$ cat src/rtl/alu_pkg.sv
// Shared constants for the sequential ALU: opcodes, status flag bit positions
// and the control FSM state encoding.
package alu_pkg;

  localparam logic [3:0] OP_ADD = 4'd0;
  localparam logic [3:0] OP_SUB = 4'd1;
  localparam logic [3:0] OP_MUL = 4'd2;
  localparam logic [3:0] OP_SHR = 4'd3;
  localparam logic [3:0] OP_SHL = 4'd4;
  localparam logic [3:0] OP_DIV = 4'd5;
  localparam logic [3:0] OP_NOT = 4'd6;
  localparam logic [3:0] OP_AND = 4'd7;
  localparam logic [3:0] OP_OR  = 4'd8;
  localparam logic [3:0] OP_XOR = 4'd9;
  localparam logic [3:0] OP_ONE = 4'd10;

  // flags = {err, dz, ovf, carry, zero}
  localparam int FLG_ZERO  = 0;
  localparam int FLG_CARRY = 1;
  localparam int FLG_OVF   = 2;
  localparam int FLG_DZ    = 3;
  localparam int FLG_ERR   = 4;
  localparam int FLG_W     = 5;

  typedef enum logic [1:0] {
    ST_IDLE = 2'd0,
    ST_DIV  = 2'd1,
    ST_DONE = 2'd2
  } state_t;

endpackage

$ cat src/rtl/alu_div_iter.sv
// Restoring divider, one quotient bit per cycle. o_done is high in the cycle of the
// final iteration; o_quot/o_rem then carry the finished values for the parent to register.
module alu_div_iter #(
  parameter int WIDTH = 8
) (
  input  logic             clk,
  input  logic             rst_n,
  input  logic             i_start,
  input  logic [WIDTH-1:0] i_dividend,
  input  logic [WIDTH-1:0] i_divisor,
  output logic             o_done,
  output logic [WIDTH-1:0] o_quot,
  output logic [WIDTH-1:0] o_rem
);

  localparam int CW = $clog2(WIDTH);

  logic          r_busy;
  logic [CW-1:0] r_cnt;
  logic [WIDTH-1:0] r_rem;
  logic [WIDTH-1:0] r_quot;
  logic [WIDTH-1:0] r_divisor;

  logic [WIDTH:0]   w_shift;
  logic [WIDTH:0]   w_diff;
  logic             w_ge;
  logic [WIDTH-1:0] w_rem_nx;
  logic [WIDTH-1:0] w_quot_nx;

  // Shift the next dividend bit into the partial remainder; keep the subtraction
  // only when it does not go negative (top bit of the WIDTH+1 difference clear).
  always_comb begin
    w_shift   = {r_rem, r_quot[WIDTH-1]};
    w_diff    = w_shift - {1'b0, r_divisor};
    w_ge      = ~w_diff[WIDTH];
    w_rem_nx  = w_ge ? w_diff[WIDTH-1:0] : w_shift[WIDTH-1:0];
    w_quot_nx = {r_quot[WIDTH-2:0], w_ge};
  end

  assign o_done = r_busy & (r_cnt == CW'(WIDTH - 1));
  assign o_quot = w_quot_nx;
  assign o_rem  = w_rem_nx;

  always_ff @(posedge clk or negedge rst_n) begin
    if (!rst_n) begin
      r_busy    <= 1'b0;
      r_cnt     <= '0;
      r_rem     <= '0;
      r_quot    <= '0;
      r_divisor <= '0;
    end else if (i_start) begin
      r_busy    <= 1'b1;
      r_cnt     <= '0;
      r_rem     <= '0;
      r_quot    <= i_dividend;
      r_divisor <= i_divisor;
    end else if (r_busy) begin
      r_rem  <= w_rem_nx;
      r_quot <= w_quot_nx;
      r_cnt  <= r_cnt + CW'(1);
      if (o_done) r_busy <= 1'b0;
    end
  end

endmodule

$ cat src/rtl/alu_seq.sv
// Sequential ALU: valid/ready operand intake, single-cycle datapath for most ops,
// iterative divide, registered result and flags held until the consumer takes them.
module alu_seq
  import alu_pkg::*;
#(
  parameter int WIDTH     = 8,
  parameter int RES_WIDTH = 2 * WIDTH
) (
  input  logic                 clk,
  input  logic                 rst_n,
  input  logic                 in_valid,
  output logic                 in_ready,
  input  logic [WIDTH-1:0]     a,
  input  logic [WIDTH-1:0]     b,
  input  logic [3:0]           opsel,
  output logic                 out_valid,
  input  logic                 out_ready,
  output logic [RES_WIDTH-1:0] result,
  output logic [FLG_W-1:0]     flags,
  output logic [1:0]           o_dbg_state
);

  // Handshakes: a transfer happens on a rising edge where valid & ready are both high.
  // in_ready never depends on in_valid; out_valid/result/flags stay put until taken.

  state_t r_state, w_state_nx;
  logic [RES_WIDTH-1:0] r_result;
  logic [FLG_W-1:0]     r_flags;

  logic w_accept, w_div_start, w_div_done;
  logic [WIDTH-1:0] w_div_quot, w_div_rem;

  logic [WIDTH:0]       w_sum, w_dif;
  logic [2*WIDTH-1:0]   w_prod;
  logic [RES_WIDTH-1:0] w_res, w_div_res;
  logic [FLG_W-1:0]     w_flags, w_div_flags;

  always_comb begin
    w_sum  = {1'b0, a} + {1'b0, b};
    w_dif  = {1'b0, a} - {1'b0, b};
    w_prod = {{WIDTH{1'b0}}, a} * {{WIDTH{1'b0}}, b};
  end

  always_comb begin
    w_res   = '0;
    w_flags = '0;
    case (opsel)
      OP_ADD: begin
        w_res[WIDTH:0]   = w_sum;
        w_flags[FLG_CARRY] = w_sum[WIDTH];
        w_flags[FLG_OVF]   = (a[WIDTH-1] == b[WIDTH-1]) && (w_sum[WIDTH-1] != a[WIDTH-1]);
      end
      OP_SUB: begin
        w_res[WIDTH-1:0] = w_dif[WIDTH-1:0];
        w_flags[FLG_CARRY] = w_dif[WIDTH];
        w_flags[FLG_OVF]   = (a[WIDTH-1] != b[WIDTH-1]) && (w_dif[WIDTH-1] != a[WIDTH-1]);
      end
      OP_MUL: w_res[2*WIDTH-1:0] = w_prod;
      OP_SHR: if (b < WIDTH'(WIDTH)) w_res[WIDTH-1:0] = a >> b;
      OP_SHL: if (b < WIDTH'(WIDTH)) w_res[WIDTH-1:0] = a << b;
      OP_DIV: begin
        // Only the divide-by-zero case resolves here; others go to the divider.
        w_res[2*WIDTH-1:0] = {a, {WIDTH{1'b1}}};
        w_flags[FLG_DZ]    = 1'b1;
      end
      OP_NOT: w_res[WIDTH-1:0] = ~a;
      OP_AND: w_res[WIDTH-1:0] = a & b;
      OP_OR:  w_res[WIDTH-1:0] = a | b;
      OP_XOR: w_res[WIDTH-1:0] = a ^ b;
      OP_ONE: w_res[0] = 1'b1;
      default: w_flags[FLG_ERR] = 1'b1;
    endcase
    w_flags[FLG_ZERO] = (w_res == '0);
  end

  always_comb begin
    w_div_res                = '0;
    w_div_res[2*WIDTH-1:0]   = {w_div_rem, w_div_quot};
    w_div_flags              = '0;
    w_div_flags[FLG_ZERO]    = (w_div_res == '0);
  end

  always_comb begin
    in_ready    = (r_state == ST_IDLE) || ((r_state == ST_DONE) && out_ready);
    w_accept    = in_valid && in_ready;
    w_div_start = w_accept && (opsel == OP_DIV) && (b != '0);
    w_state_nx  = r_state;
    case (r_state)
      ST_IDLE: if (w_accept) w_state_nx = w_div_start ? ST_DIV : ST_DONE;
      ST_DIV:  if (w_div_done) w_state_nx = ST_DONE;
      ST_DONE: begin
        if (w_accept)       w_state_nx = w_div_start ? ST_DIV : ST_DONE;
        else if (out_ready) w_state_nx = ST_IDLE;
      end
      default: w_state_nx = ST_IDLE;
    endcase
  end

  always_ff @(posedge clk or negedge rst_n) begin
    if (!rst_n) begin
      r_state  <= ST_IDLE;
      r_result <= '0;
      r_flags  <= '0;
    end else begin
      r_state <= w_state_nx;
      if (w_accept && !w_div_start) begin
        r_result <= w_res;
        r_flags  <= w_flags;
      end else if (w_div_done) begin
        r_result <= w_div_res;
        r_flags  <= w_div_flags;
      end
    end
  end

  alu_div_iter #(.WIDTH(WIDTH)) u_div (
    .clk        (clk),
    .rst_n      (rst_n),
    .i_start    (w_div_start),
    .i_dividend (a),
    .i_divisor  (b),
    .o_done     (w_div_done),
    .o_quot     (w_div_quot),
    .o_rem      (w_div_rem)
  );

  assign out_valid   = (r_state == ST_DONE);
  assign result      = r_result;
  assign flags       = r_flags;
  assign o_dbg_state = r_state;

endmodule
$ cat config.mk
export PLATFORM = sky130hd
export DESIGN_NAME = alu_seq
export DESIGN_NICKNAME = d
export VERILOG_FILES = /design/src/rtl/alu_pkg.sv /design/src/rtl/alu_div_iter.sv /design/src/rtl/alu_seq.sv
export SDC_FILE = /design/constraint.sdc
export NUM_CORES = 1
export LEC_CHECK = 0
export CAP_MARGIN = 20
export CORE_MARGIN = 8
export CORE_UTILIZATION = 38
export DETAILED_ROUTE_END_ITERATION = 7
export PLACE_DENSITY_LB_ADDON = 0.05
export SYNTH_ARGS = -nofsm -noshare
export SYNTH_HDL_FRONTEND = slang
export SYNTH_HIERARCHICAL = 1
export SYNTH_SLANG_ARGS = --single-unit
export TNS_END_PERCENT = 1
$ cat constraint.sdc
create_clock -name clk -period 4.95 [get_ports clk]
set_input_delay 1.2375 -clock clk [delete_from_list [all_inputs] [get_ports clk]]
set_output_delay 1.2375 -clock clk [all_outputs]
set_load 0.02 [all_outputs]
* After elaboration in Yosys (flattened, before gate mapping)
Cells that the tools add are included.
** Operators by class
- Add/sub/neg operators :: 4
- Multipliers :: 1
- Eq/ne operators :: 20
- Order comparisons :: 1
- Shift operators :: 2
- Bitwise operators :: 6
- Reductions and logical operators :: 19
- Multiplexer cells :: 29
** Operators with widths (number)
- 7-bit one-hot mux with 10 select lines :: 1
- 8-bit two-way mux :: 7
- 16-bit zero test :: 2
- 16-bit two-way mux :: 2
- 4-bit by 3-bit equality test with 1-bit output (second input constant) :: 4
- 8-bit by 8-bit multiplier with 16-bit output :: 1
- 7-bit one-hot mux with 2 select lines :: 1
- 4-bit equality test (second input constant) :: 3
- 11-bit OR reduction :: 1
- 2-bit two-way mux :: 5
- 5-bit two-way mux :: 2
- 1-bit one-hot mux with 10 select lines :: 1
- 8-bit by 8-bit adder with 9-bit output :: 1
- 8-bit by 8-bit subtractor with 9-bit output :: 1
- 9-bit by 8-bit subtractor with 9-bit output :: 1
- 8-bit AND :: 1
- 4-bit by 2-bit equality test with 1-bit output (second input constant) :: 2
- 8-bit by 4-bit less-than comparator with 1-bit output (second input constant) :: 1
- 8-bit inverter :: 1
- 8-bit OR :: 1
- 8-bit nonzero test :: 1
- 8-bit by 8-bit << shifter with 8-bit output :: 1
- 8-bit by 8-bit right shift with 8-bit output :: 1
- 8-bit XOR :: 1
- 25 further kinds :: 39
** Word-level totals
- Register bits :: 51
- Bits of input ports :: 24
- Word-level logic and storage cells :: 90
- Output and inout bits :: 25

* Longest topological paths before layout
Gate-level depths: netlist (run 1).
- Depth after elaboration :: 9
- Mapped depth :: 20
- Depth with buffers taken out :: 19

* Modules after synthesis
The synthesis (run 1) kept the hierarchy.
** Modules (own cells, without submodules)
- alu_seq :: cells an instance 669, seq. area each 575.6 µm², times used 1, area each 5351.4 µm²
- alu_div_iter :: cells an instance 190, seq. area each 700.7 µm², times used 1, area each 1762.9 µm²

* Worst setup path before layout (run 1)
OpenSTA, ideal clock, no wires.
- Kind :: input to register
- Start :: input b[2]
- End :: register r_flags[0], in the netlist flags[0]
- Library setup time :: 104 ps
- Buffers on the path :: 2
- Slack :: -1006 ps
- Arrival time :: 5853 ps
- Cell stages on the path :: 19
- Data required time :: 4846 ps
- Cell sequence :: clkbuf_1 inv_1 clkbuf_1 nor2_1 fa_1 fa_1 fa_1 inv_1 fa_1 inv_1 ha_1 nor3_1 nor2_1 a311oi_1 xnor2_1 o22ai_1 nor4_1 nand2_1 o41ai_2
** On the way
- Cells in the longest elaborated chain, start to end :: 5
- Elaborated cells on any way between the ends :: 22
- Classes of those cells :: add/sub (2); mul (1); order compare (1); shift (2); mux (7); bitwise (3); reduce/logical (6)
** RTL lines
- from (decl) :: line alu_seq.sv:14 : input logic [WIDTH-1:0] b,
- branches (longest 5 deep; another with 8-bit by 8-bit multiplier with 16-bit output)
- to (signal assigned) :: line alu_seq.sv:108 : r_flags <= w_flags;
- to (signal assigned) :: line alu_seq.sv:111 : r_flags <= w_div_flags;
- to (decl) :: line alu_seq.sv:28 : logic [FLG_W-1:0] r_flags;
Parallel ways; which one is timed is not known.
A chain may end at the register's enable or synchronous reset.

* Worst setup path after layout (run 1)
- Start :: input a[4]
- End :: register r_flags[0], in the netlist flags[0]
** On the way
- Cells in the longest elaborated chain, start to end :: 5
- Elaborated cells on any way between the ends :: 17
- Classes of those cells :: add/sub (2); mul (1); shift (2); mux (7); bitwise (4); reduce/logical (1)
** RTL lines
- from (decl) :: line alu_seq.sv:13 : input logic [WIDTH-1:0] a,
- branches (longest 3 deep; another with 8-bit by 8-bit multiplier with 16-bit output)
- 16-bit zero test (*) :: line alu_seq.sv:73 : w_flags[FLG_ZERO] = (w_res == '0);
- 5-bit two-way mux (*) :: line alu_seq.sv:106 : if (w_accept && !w_div_start) begin
Every way passes the cells marked *.

==> run_results.csv, run 1 <==
group,metric,value,unit
synth,yosysWarnings,6,
synth,syn_area,7110,sq um
clocking,htree_levels,2,
critical_path,path_class,"primary input to flip-flop",
cells_and_area,utilization,0.518,
synth,syn_nets,992,
routing,top_layer_used,"met4",
synth,syn_inst,859,
power_and_ir_drop,netSwitchingFraction,0.480,
routing,num_vias,7166,
flow_run,cap_violations,0,
synth,synth_ff_type,"dfrtp_1",
synth,synth_edf_count,0,
routing,via_per_inst,5.71,
sta,max_freq,188,MHz
synth,ys_seq_elements,51,
floorplanning,core,18500,sq um
outcome,violations,"negative setup slack",
sta,slew_headroom,0.325,
synth,synth_top_area_share,0.179,
critical_path,start_kind,"primary input",
routing,wl_met3,1500,microns
routing,wl_per_cell,22.2,microns
sta,tns,-1.31,ns
critical_path,required,5.15,ns
global_routing,antenna_found_initial,0,
routing,drcViolationCount,0,
cells_and_area,nFillCells,1773,
power_and_ir_drop,p_comb_frac,0.740,
cells_and_area,syn_to_final_growth,34.7,%
place,place.gp.congestion,0.964,
clocking,clock_latency,0.30,ns
synth,yosys.area.top_type,"dfrtp_1",
global_routing,grt_pass1_wl,43400,microns
sta,fin_crit,5.32,ns
clocking,root_buffer,"clkbuf_16",
global_routing,track_usage,0.236,
routing,dr_wl_met2,12400,microns
clocking,cts.sinks,51,
synth,syn_area_per_cell,8.28,sq um
clocking,cts_tree,"built",
power_and_ir_drop,vdd_drop_max,0.268,mV
place,post-place-ws,-1.27,ns
clocking,cts.clk_slew.worst_paths,0.08,ns
global_routing,grt_max_degree,52,
sta,skew,0.00921,ns
sta,fin_crit_sh,1.07,
outcome,status,"finished, violations left",
critical_path,cp_max_fo,4,
routing,wirelength,27800,microns
power_and_ir_drop,p_seq_frac,0.171,
sta,rsz0062_at_grt,"true",
routing,drt_iter0_markers,453,
clocking,cts_buffers,5,
routing,ant_nets,0,
power_and_ir_drop,power_density,418,nW/um^2
sta,setup_viol,7,
hold_path,hold_class,"flip-flop to flip-flop",
floorplanning,die_area,23400,sq um
clocking,cts_max_path_buffers,2,
cells_and_area,fin_nets,1154,
floorplanning,initial_utilization,0.384,
sta,fin_ws,-0.371,ns
power_and_ir_drop,pwr-share-clk,0.089,
critical_path,setup.worst_path.end_class,"flip-flop",
synth,async_flop_share,1.00,
floorplanning,fp.dieW,153,microns
cells_and_area,layout-drive-gt1-share,0.300,
routing,met1_length,13500,microns
power_and_ir_drop,power_switching,1.93,mW
power_and_ir_drop,p_leak,4.27,nW
global_routing,gr-total-overflow,0,
power_and_ir_drop,p_int,2.09,mW
sta,slew_viol_final,0,
critical_path,cp.arrival,5.52,ns
routing,first_pass_iters,5,
cells_and_area,num_antenna_cells,0,
clocking,hold_buffers,0,
sta,final_hold_viol_count,0,
synth,synth_area_leaders,"dfrtp_1 (18%), ha_1 (12%), fa_1 (11%)",
place,post-dp-hpwl,22500,microns
floorplanning,rows,50,
synth,ys_seq_area_frac,0.179,
place,portBuffers,48,
global_routing,grt_pass1_vias,7372,
synth,synth_cell_types,82,
floorplanning,fp.dieH,153,microns
floorplanning,io_pins,49,
sta,worst_pin_slew,1.00,ns
[worst max-delay path, stage by stage]
cell and delay, ns:
buf_6 0.10, buf_8 0.13, inv_8 0.04, buf_6 0.12, nor2_2 0.12, fa_2 0.45
ha_1 0.29, inv_1 0.06, fa_1 0.50, fa_1 0.52, inv_1 0.06, ha_4 0.19
a211oi_4 0.20, buf_4 0.16, o21bai_1 0.07, a21oi_2 0.19, xnor2_2 0.13, a221o_1 0.34
nor4_2 0.23, nand2_1 0.10, o41ai_2 0.29
[metal layers]
layer / up-vias / GRT usage
li1: 3350 / -
met1: 3576 / 0.342
met2: 211 / 0.370
met3: 29 / 0.0293
met4: 0 / 0.0448
met5: - / 0
[state kept, by name, indices dropped and copies added (netlist names)]
| register | flops |
|---|---|
| u_div/r_quot | 8 |
| flags | 5 |
| u_div/r_divisor | 8 |
| o_dbg_state | 2 |
| u_div/r_busy | 1 |
| u_div/r_cnt | 3 |
| u_div/r_rem | 8 |
| result | 16 |
[power by group through the flow]
stage / sequential (mW) / combinational [mW] / clock, mW
after floorplan: 0.695 / 1.66 / 0
after global placement: 0.688 / 2.50 / 0
after detailed placement: 0.692 / 2.55 / 0
after CTS: 0.684 / 2.76 / 0.367
after global routing: 0.703 / 3.21 / 0.379
final: 0.685 / 2.97 / 0.358
[cells in the mapped netlist (5+ instances only)]
library cell   n
and2_1         7
clkbuf_1      31
o21ai_0       49
ha_1          70
buf_4          9
xnor2_1        8
dfrtp_1       51
o22ai_1        6
mux2i_1       35
or3_1          5
nor2_1        91
a211oi_1      15
nor3b_1        7
mux4_2         7
mux2_2         5
nor4_1         8
o21a_1         5
fa_1          39
a311oi_1       7
a221o_1        6
inv_1         84
o211ai_1      10
xor2_1         7
nand2_1       75
o21bai_1       9
nand3_1       13
a21oi_1       31
nor3_1        15
a21o_1         7
nor2b_1       17
buf_2         11
nand2b_1      16
[final timing paths]
check,from,to,slack (ns),cells past startpoint
max,a[4],flags[0],-0.37,21
min,u_div/r_divisor[0],u_div/r_divisor[0],0.52,1
max reg2reg,u_div/r_quot[7],flags[0],1.62,14
min reg2reg,u_div/r_divisor[0],u_div/r_divisor[0],0.52,1
max in group asynchronous,rst_n,result[7],3.43,2
min in group asynchronous,rst_n,u_div/r_divisor[6],1.06,2
[layout make-up]
class | instances | area, sq um | share of cell area
Clock inverter | 3 | 25.0 | 0.00261
Timing Repair Buffer | 208 | 1720 | 0.180
Multi-Input combinational cell | 664 | 5720 | 0.597
Sequential cell | 51 | 1280 | 0.133
Inverter | 91 | 423 | 0.0441
Tap cell | 234 | 293 | 0.0305
Clock buffer | 5 | 125 | 0.0131
[logic make-up after synthesis]
group / synth area share
AOI/OAI and AO/OA: 0.200
muxes: 0.0835
adders and majority gates: 0.233
DFF: 0.179
and+or+nand+nor: 0.202
buffers and inverters: 0.0842
xor gates and xnor gates: 0.0185
[placed cells by master (no fill, tap or decap), types with 31 or more instances in the layout]
cell and count:
dfrtp_1 51, o21ai_0 44, fa_1 34, clkdlybuf4s50_1 31
nor2_1 68, ha_1 60, nand2_1 69, mux2i_1 34
buf_4 152, inv_1 69
[stage by stage]
stage	hold WS, ns	power [mW]	instances	area [sq um]
2_1_floorplan	0.485	2.36	859	7340
3_3_place_gp	0.504	3.19	1219	8790
6_report	0.520	4.01	1256	9580
5_1_grt	0.541	4.30	1256	9580
3_5_place_dp	0.511	3.24	1219	8790
4_1_cts	0.527	3.81	1244	9280
[what timing repair did]
action	4_1_cts	5_1_grt
hold endpoints to repair	0	0
resized for setup	130	64
pin swaps	43	58
setup buffers	17	13
setup endpoints to repair	13	13
No activity file was read; power rests on OpenSTA's default activity.
==> run 2, diff against run 1 <==
CORE_UTILIZATION = 39   (was 38)
==> run 2 against run 1 <==
Wire length is 2.4% lower. Utilization is 0.13 points higher. Worst setup slack worse by 0.050 ns. Sequential power hardly changed. Via count is 1.4% lower. Non-clock buffer count is 18 lower. The run still ends with negative setup slack left. Fmax is 0.93% lower. Clock-buffer cell count stayed put. Register-to-register slack hardly changed.
==> run_results.csv, run 2 (synthesis results as in run 1) <==
group,metric,value,unit
outcome,status,"finished, violations left",
outcome,violations,"negative setup slack",
clocking,cts.sinks,51,
routing,drt_iter0_markers,456,
clocking,htree_levels,2,
sta,slew_headroom,0.314,
cells_and_area,largest_reg_flops,16,
routing,ant_nets,0,
sta,slew_viol_final,0,
place,portBuffers,48,
clocking,cts.clk_slew.worst_paths,0.07,ns
routing,wirelength,27200,microns
clocking,cts_tree,"built",
global_routing,grt_pass1_wl,42700,microns
global_routing,track_usage,0.245,
critical_path,required,5.15,ns
cells_and_area,num_antenna_cells,0,
hold_path,hold_class,"flip-flop to flip-flop",
sta,fin_crit,5.37,ns
cells_and_area,final_common_cell,"buf_4",
power_and_ir_drop,vdd_drop_max,0.424,mV
routing,wl_per_cell,22.0,microns
cells_and_area,layout-drive-gt1-share,0.277,
clocking,root_buffer,"clkbuf_16",
sta,worst_pin_slew,1.03,ns
critical_path,setup.worst_path.end_class,"flip-flop",
clocking,clock_latency,0.30,ns
sta,final_hold_viol_count,0,
critical_path,cp.arrival,5.57,ns
cells_and_area,fin_nets,1136,
global_routing,grt_pass1_vias,7381,
sta,setup_viol,9,
floorplanning,fp.dieW,151,microns
power_and_ir_drop,power.total,3.79,mW
global_routing,antenna_found_initial,0,
clocking,hold_buffers,0,
critical_path,start_kind,"primary input",
sta,fin_ws,-0.421,ns
floorplanning,core,18000,sq um
sta,max_freq,186,MHz
sta,skew,0.0120,ns
floorplanning,die_area,22800,sq um
routing,first_pass_iters,5,
floorplanning,io_pins,49,
routing,num_vias,7065,
floorplanning,initial_utilization,0.396,
power_and_ir_drop,power_density,407,nW/um^2
cells_and_area,syn_to_final_growth,31.0,%
place,place.gp.congestion,0.922,
global_routing,gr-total-overflow,0,
place,post-place-ws,-1.30,ns
clocking,cts_max_path_buffers,2,
global_routing,grt_max_degree,48,
place,post-dp-hpwl,22400,microns
sta,fin_crit_sh,1.09,
cells_and_area,final_cell_mix,"buf_4 (132), nor2_1 (75), nand2_1 (71), inv_1 (67), ha_1 (62)",
sta,rsz0062_at_grt,"true",
clocking,cts_buffers,5,
critical_path,path_class,"primary input to flip-flop",
power_and_ir_drop,p_leak,4.17,nW
floorplanning,fp.dieH,151,microns
critical_path,cp_max_fo,5,
sta,tns,-1.48,ns
routing,via_per_inst,5.73,
routing,drcViolationCount,0,
floorplanning,rows,49,
flow_run,cap_violations,0,
run 2: where the power goes:
group,internal [mW],switching (mW),total [mW]
clock network,0.192,0.167,0.360
registers,0.563,0.121,0.684
logic,1.21,1.54,2.75
run 2: critical path, cell delays in order:
cell,delay (ns)
buf_6,0.09
buf_6,0.12
buf_6,0.13
inv_8,0.06
nor2_2,0.05
fa_1,0.57
fa_1,0.44
fa_1,0.50
inv_1,0.05
fa_1,0.50
inv_2,0.05
ha_4,0.19
nor3_4,0.13
o21ai_2,0.10
a311oi_2,0.35
buf_4,0.18
xnor2_2,0.11
o22ai_2,0.10
nor4_2,0.29
nand2_1,0.10
o41ai_2,0.20
run 2: through the flow:
stage                     hold slack [ns]  area [sq um]  cells  utilization
after floorplan                     0.485          7340    859            -
after global placement              0.506          8720   1205        0.485
after detailed placement            0.513          8720   1205        0.485
after CTS                           0.529          9270   1232        0.516
after global routing                0.559          9320   1233        0.519
final                               0.525          9320   1233        0.519
run 2: layout make-up:
cell class	instances	area (sq um)
Clock buffer	5	125
Multi-Input combinational cell	664	5660
Tap cell	229	287
Sequential cell	51	1280
Clock inverter	3	26.3
Inverter	91	399
Timing Repair Buffer	190	1550
Fill cell	1724	8640
run 2: repair_timing:
| item | CTS | global route |
|---|---|---|
| gates resized for setup | 134 | 12 |
| pin swaps | 52 | 17 |
| buffers inserted | 19 | 1 |
| setup endpoints to repair | 13 | 13 |
run 2: layer usage:
layer,global-route usage,share of wire,up-vias
li1,-,-,3310
met3,0.0230,0.047,45
met4,0.0915,0.033,0
met2,0.425,0.49,237
met5,0,0,-
met1,0.311,0.43,3473
run 2: worst paths after layout:
check / startpoint / endpoint / slack [ns] / cells past startpoint
worst max-delay path: a[3] / flags[0] / -0.42 / 21
worst min-delay path: u_div/r_divisor[0] / u_div/r_divisor[0] / 0.53 / 1
worst max register to register: u_div/r_quot[7] / flags[0] / 1.62 / 14
worst min register to register: u_div/r_divisor[0] / u_div/r_divisor[0] / 0.53 / 1
max in group asynchronous: rst_n / result[8] / 3.40 / 2
min in group asynchronous: rst_n / u_div/r_divisor[1] / 0.74 / 1
==> run 3, diff against run 2 <==
RECOVER_POWER = 50   (was not set)
SETUP_SLACK_MARGIN = 0.02   (was not set)
==> run 3 against run 2 <==
The flow finishes with violations (max-capacitance violations, max-slew violations, negative setup slack). Sequential power barely moved. Clock skew about the same. Die area stayed put. Sequential share of layout area about the same. Worst hold slack is essentially flat. Register-to-register slack about the same. Critical endpoint unchanged. Largest cell class unchanged.
==> run_results.csv, run 3 (synthesis results as in run 1) <==
group,metric,value,unit
outcome,status,"finished, violations left",
outcome,violations,"max-capacitance violations, max-slew violations, negative setup slack",
global_routing,use_met3,0.0230,
cells_and_area,fin_nets,1135,
power_and_ir_drop,vdd_drop_max,0.428,mV
sta,final_hold_viol_count,0,
floorplanning,die_area,22800,sq um
routing,wl_per_cell,22.0,microns
global_routing,track_usage,0.245,
floorplanning,rows,49,
cells_and_area,largest_reg_flops,16,
sta,rsz0062_at_grt,"true",
sta,fin_crit,5.37,ns
critical_path,cp_common_cell,"fa_1",
routing,first_pass_iters,5,
place,portBuffers,48,
floorplanning,fp.dieW,151,microns
sta,fin_crit_sh,1.08,
sta,slew_viol_final,48,
cells_and_area,multi_input_area,5660,sq um
flow_run,cap_violations,1,
critical_path,slowest_delay,0.57,ns
sta,slew_headroom,-0.734,
critical_path,required,5.15,ns
clocking,clock_latency,0.30,ns
hold_path,hold_class,"flip-flop to flip-flop",
floorplanning,fp.dieH,151,microns
routing,drcViolationCount,0,
global_routing,gr-total-overflow,0,
routing,wirelength,27100,microns
clocking,cts_max_path_buffers,2,
global_routing,grt_max_degree,48,
clocking,hold_buffers,0,
cells_and_area,register_area,1280,sq um
clocking,cts.sinks,51,
power_and_ir_drop,power_density,407,nW/um^2
hold_path,min_from,"u_div/r_divisor[0]",
cells_and_area,syn_to_final_growth,30.8,%
cells_and_area,final_common_cell,"buf_4",
power_and_ir_drop,p_leak,4.17,nW
routing,num_vias,7042,
clocking,cts_buffers,5,
critical_path,setup.worst_path.end_class,"flip-flop",
place,place.gp.congestion,0.922,
clocking,cts.clk_slew.worst_paths,0.07,ns
cells_and_area,utilization,0.518,
cells_and_area,num_antenna_cells,0,
critical_path,path_class,"primary input to flip-flop",
power_and_ir_drop,p_seq_frac,0.180,
routing,ant_nets,0,
clocking,htree_levels,2,
clocking,root_buffer,"clkbuf_16",
critical_path,crit_slowest_cell,"fa_1",
sta,setup_viol,9,
power_and_ir_drop,p_comb_frac,0.725,
power_and_ir_drop,p_int,1.96,mW
global_routing,grt_pass1_wl,42700,microns
sta,worst_pin_slew,2.60,ns
critical_path,crit_chain,"buf_6 -> buf_6 -> buf_6 -> inv_8 -> nor2_2 -> fa_1 -> fa_1 -> fa_1 -> inv_1 -> fa_1 -> inv_2 -> ha_4 -> nor3_4 -> o21ai_2 -> a311oi_2 -> buf_4 -> xnor2_2 -> o22ai_2 -> nor4_2 -> nand2_1 -> o41ai_2",
clocking,cts_tree,"built",
floorplanning,io_pins,49,
global_routing,antenna_found_initial,0,
routing,drt_iter0_markers,467,
global_routing,use_met1,0.311,
critical_path,cp_max_fo,5,
critical_path,r2r-start,"u_div/r_quot[7]",
cells_and_area,stdcell_count,1232,
critical_path,critPathLaunch,"a[3]",
floorplanning,core,18000,sq um
power_and_ir_drop,power_switching,1.83,mW
sta,skew,0.0123,ns
global_routing,grt_util_met2,0.425,
place,post-dp-hpwl,22400,microns
power_and_ir_drop,pwr-share-clk,0.095,
global_routing,grt_pass1_vias,7377,
critical_path,start_kind,"primary input",
sta,max_freq,186,MHz
critical_path,cp.arrival,5.56,ns
place,dp_cells,1205,
sta,fin_ws,-0.416,ns
global_routing,top_usage_layer,"met2",
cells_and_area,final_cell_mix,"buf_4 (130), nor2_1 (75), nand2_1 (71), inv_1 (67), ha_1 (62)",
power_and_ir_drop,netSwitchingFraction,0.483,
routing,via_per_inst,5.72,
floorplanning,initial_utilization,0.396,
cells_and_area,nFillCells,1728,
cells_and_area,layout-drive-gt1-share,0.274,
-- run 3: power groups by stage --
| stage | registers (mW) | logic (mW) | clock network (mW) |
|---|---|---|---|
| 3_5_place_dp | 0.694 | 2.51 | 0 |
| 3_3_place_gp | 0.689 | 2.48 | 0 |
| 4_1_cts | 0.686 | 2.73 | 0.366 |
| 6_report | 0.683 | 2.75 | 0.360 |
| 5_1_grt | 0.701 | 3.00 | 0.380 |
| 2_1_floorplan | 0.695 | 1.66 | 0 |
-- run 3: worst paths after layout --
kind	end	slack, ns	cells after the start
min reg2reg	u_div/r_divisor[0]	0.53	1
min in group asynchronous	u_div/r_divisor[1]	0.76	1
max	flags[0]	-0.42	21
max reg2reg	flags[0]	1.62	14
max in group asynchronous	result[8]	1.46	2
min	u_div/r_divisor[0]	0.53	1
-- run 3: metal layers --
| layer | up-vias | share of wire |
|---|---|---|
| met5 | - | 0 |
| met4 | 0 | 0.031 |
| met3 | 43 | 0.047 |
| met1 | 3471 | 0.43 |
| li1 | 3312 | - |
| met2 | 216 | 0.49 |
-- run 3: area by class of cell --
class,count,area share
repair buffers,189,0.165
well taps,229,0.0308
clock buffers,5,0.0134
clock inverters,3,0.00282
flip-flops and latches,51,0.137
multi-input cells,664,0.608
inverters,91,0.0429
-- run 3: metrics by stage --
stage	power (mW)	cell area [sq um]	TNS (ns)	hold slack, ns	setup WS [ns]
after global routing	4.08	9310	-3.01	0.556	-0.583
after detailed placement	3.20	8720	-12.66	0.513	-1.30
final	3.79	9310	-1.22	0.525	-0.416
after CTS	3.78	9270	-1.36	0.529	-0.419
after global placement	3.16	8720	-12.65	0.506	-1.32
after floorplan	2.36	7340	-0.445	0.485	-0.232
-- run 3: what timing repair did --
action | in CTS | in global routing
pin swaps | 53 | 17
endpoints found under the setup margin | 13 | 13
buffers inserted | 19 | 0
gates resized for setup | 135 | 12
-- run 3: critical path: cells and delay by family --
family | cells | cell delay (ns)
AO/OA/AOI/OAI | 4 | 0.75
XOR/XNOR | 1 | 0.11
adder cells (fa/ha/maj) | 5 | 2.20
buffers and inverters | 7 | 0.67
AND/OR/NAND/NOR | 4 | 0.57
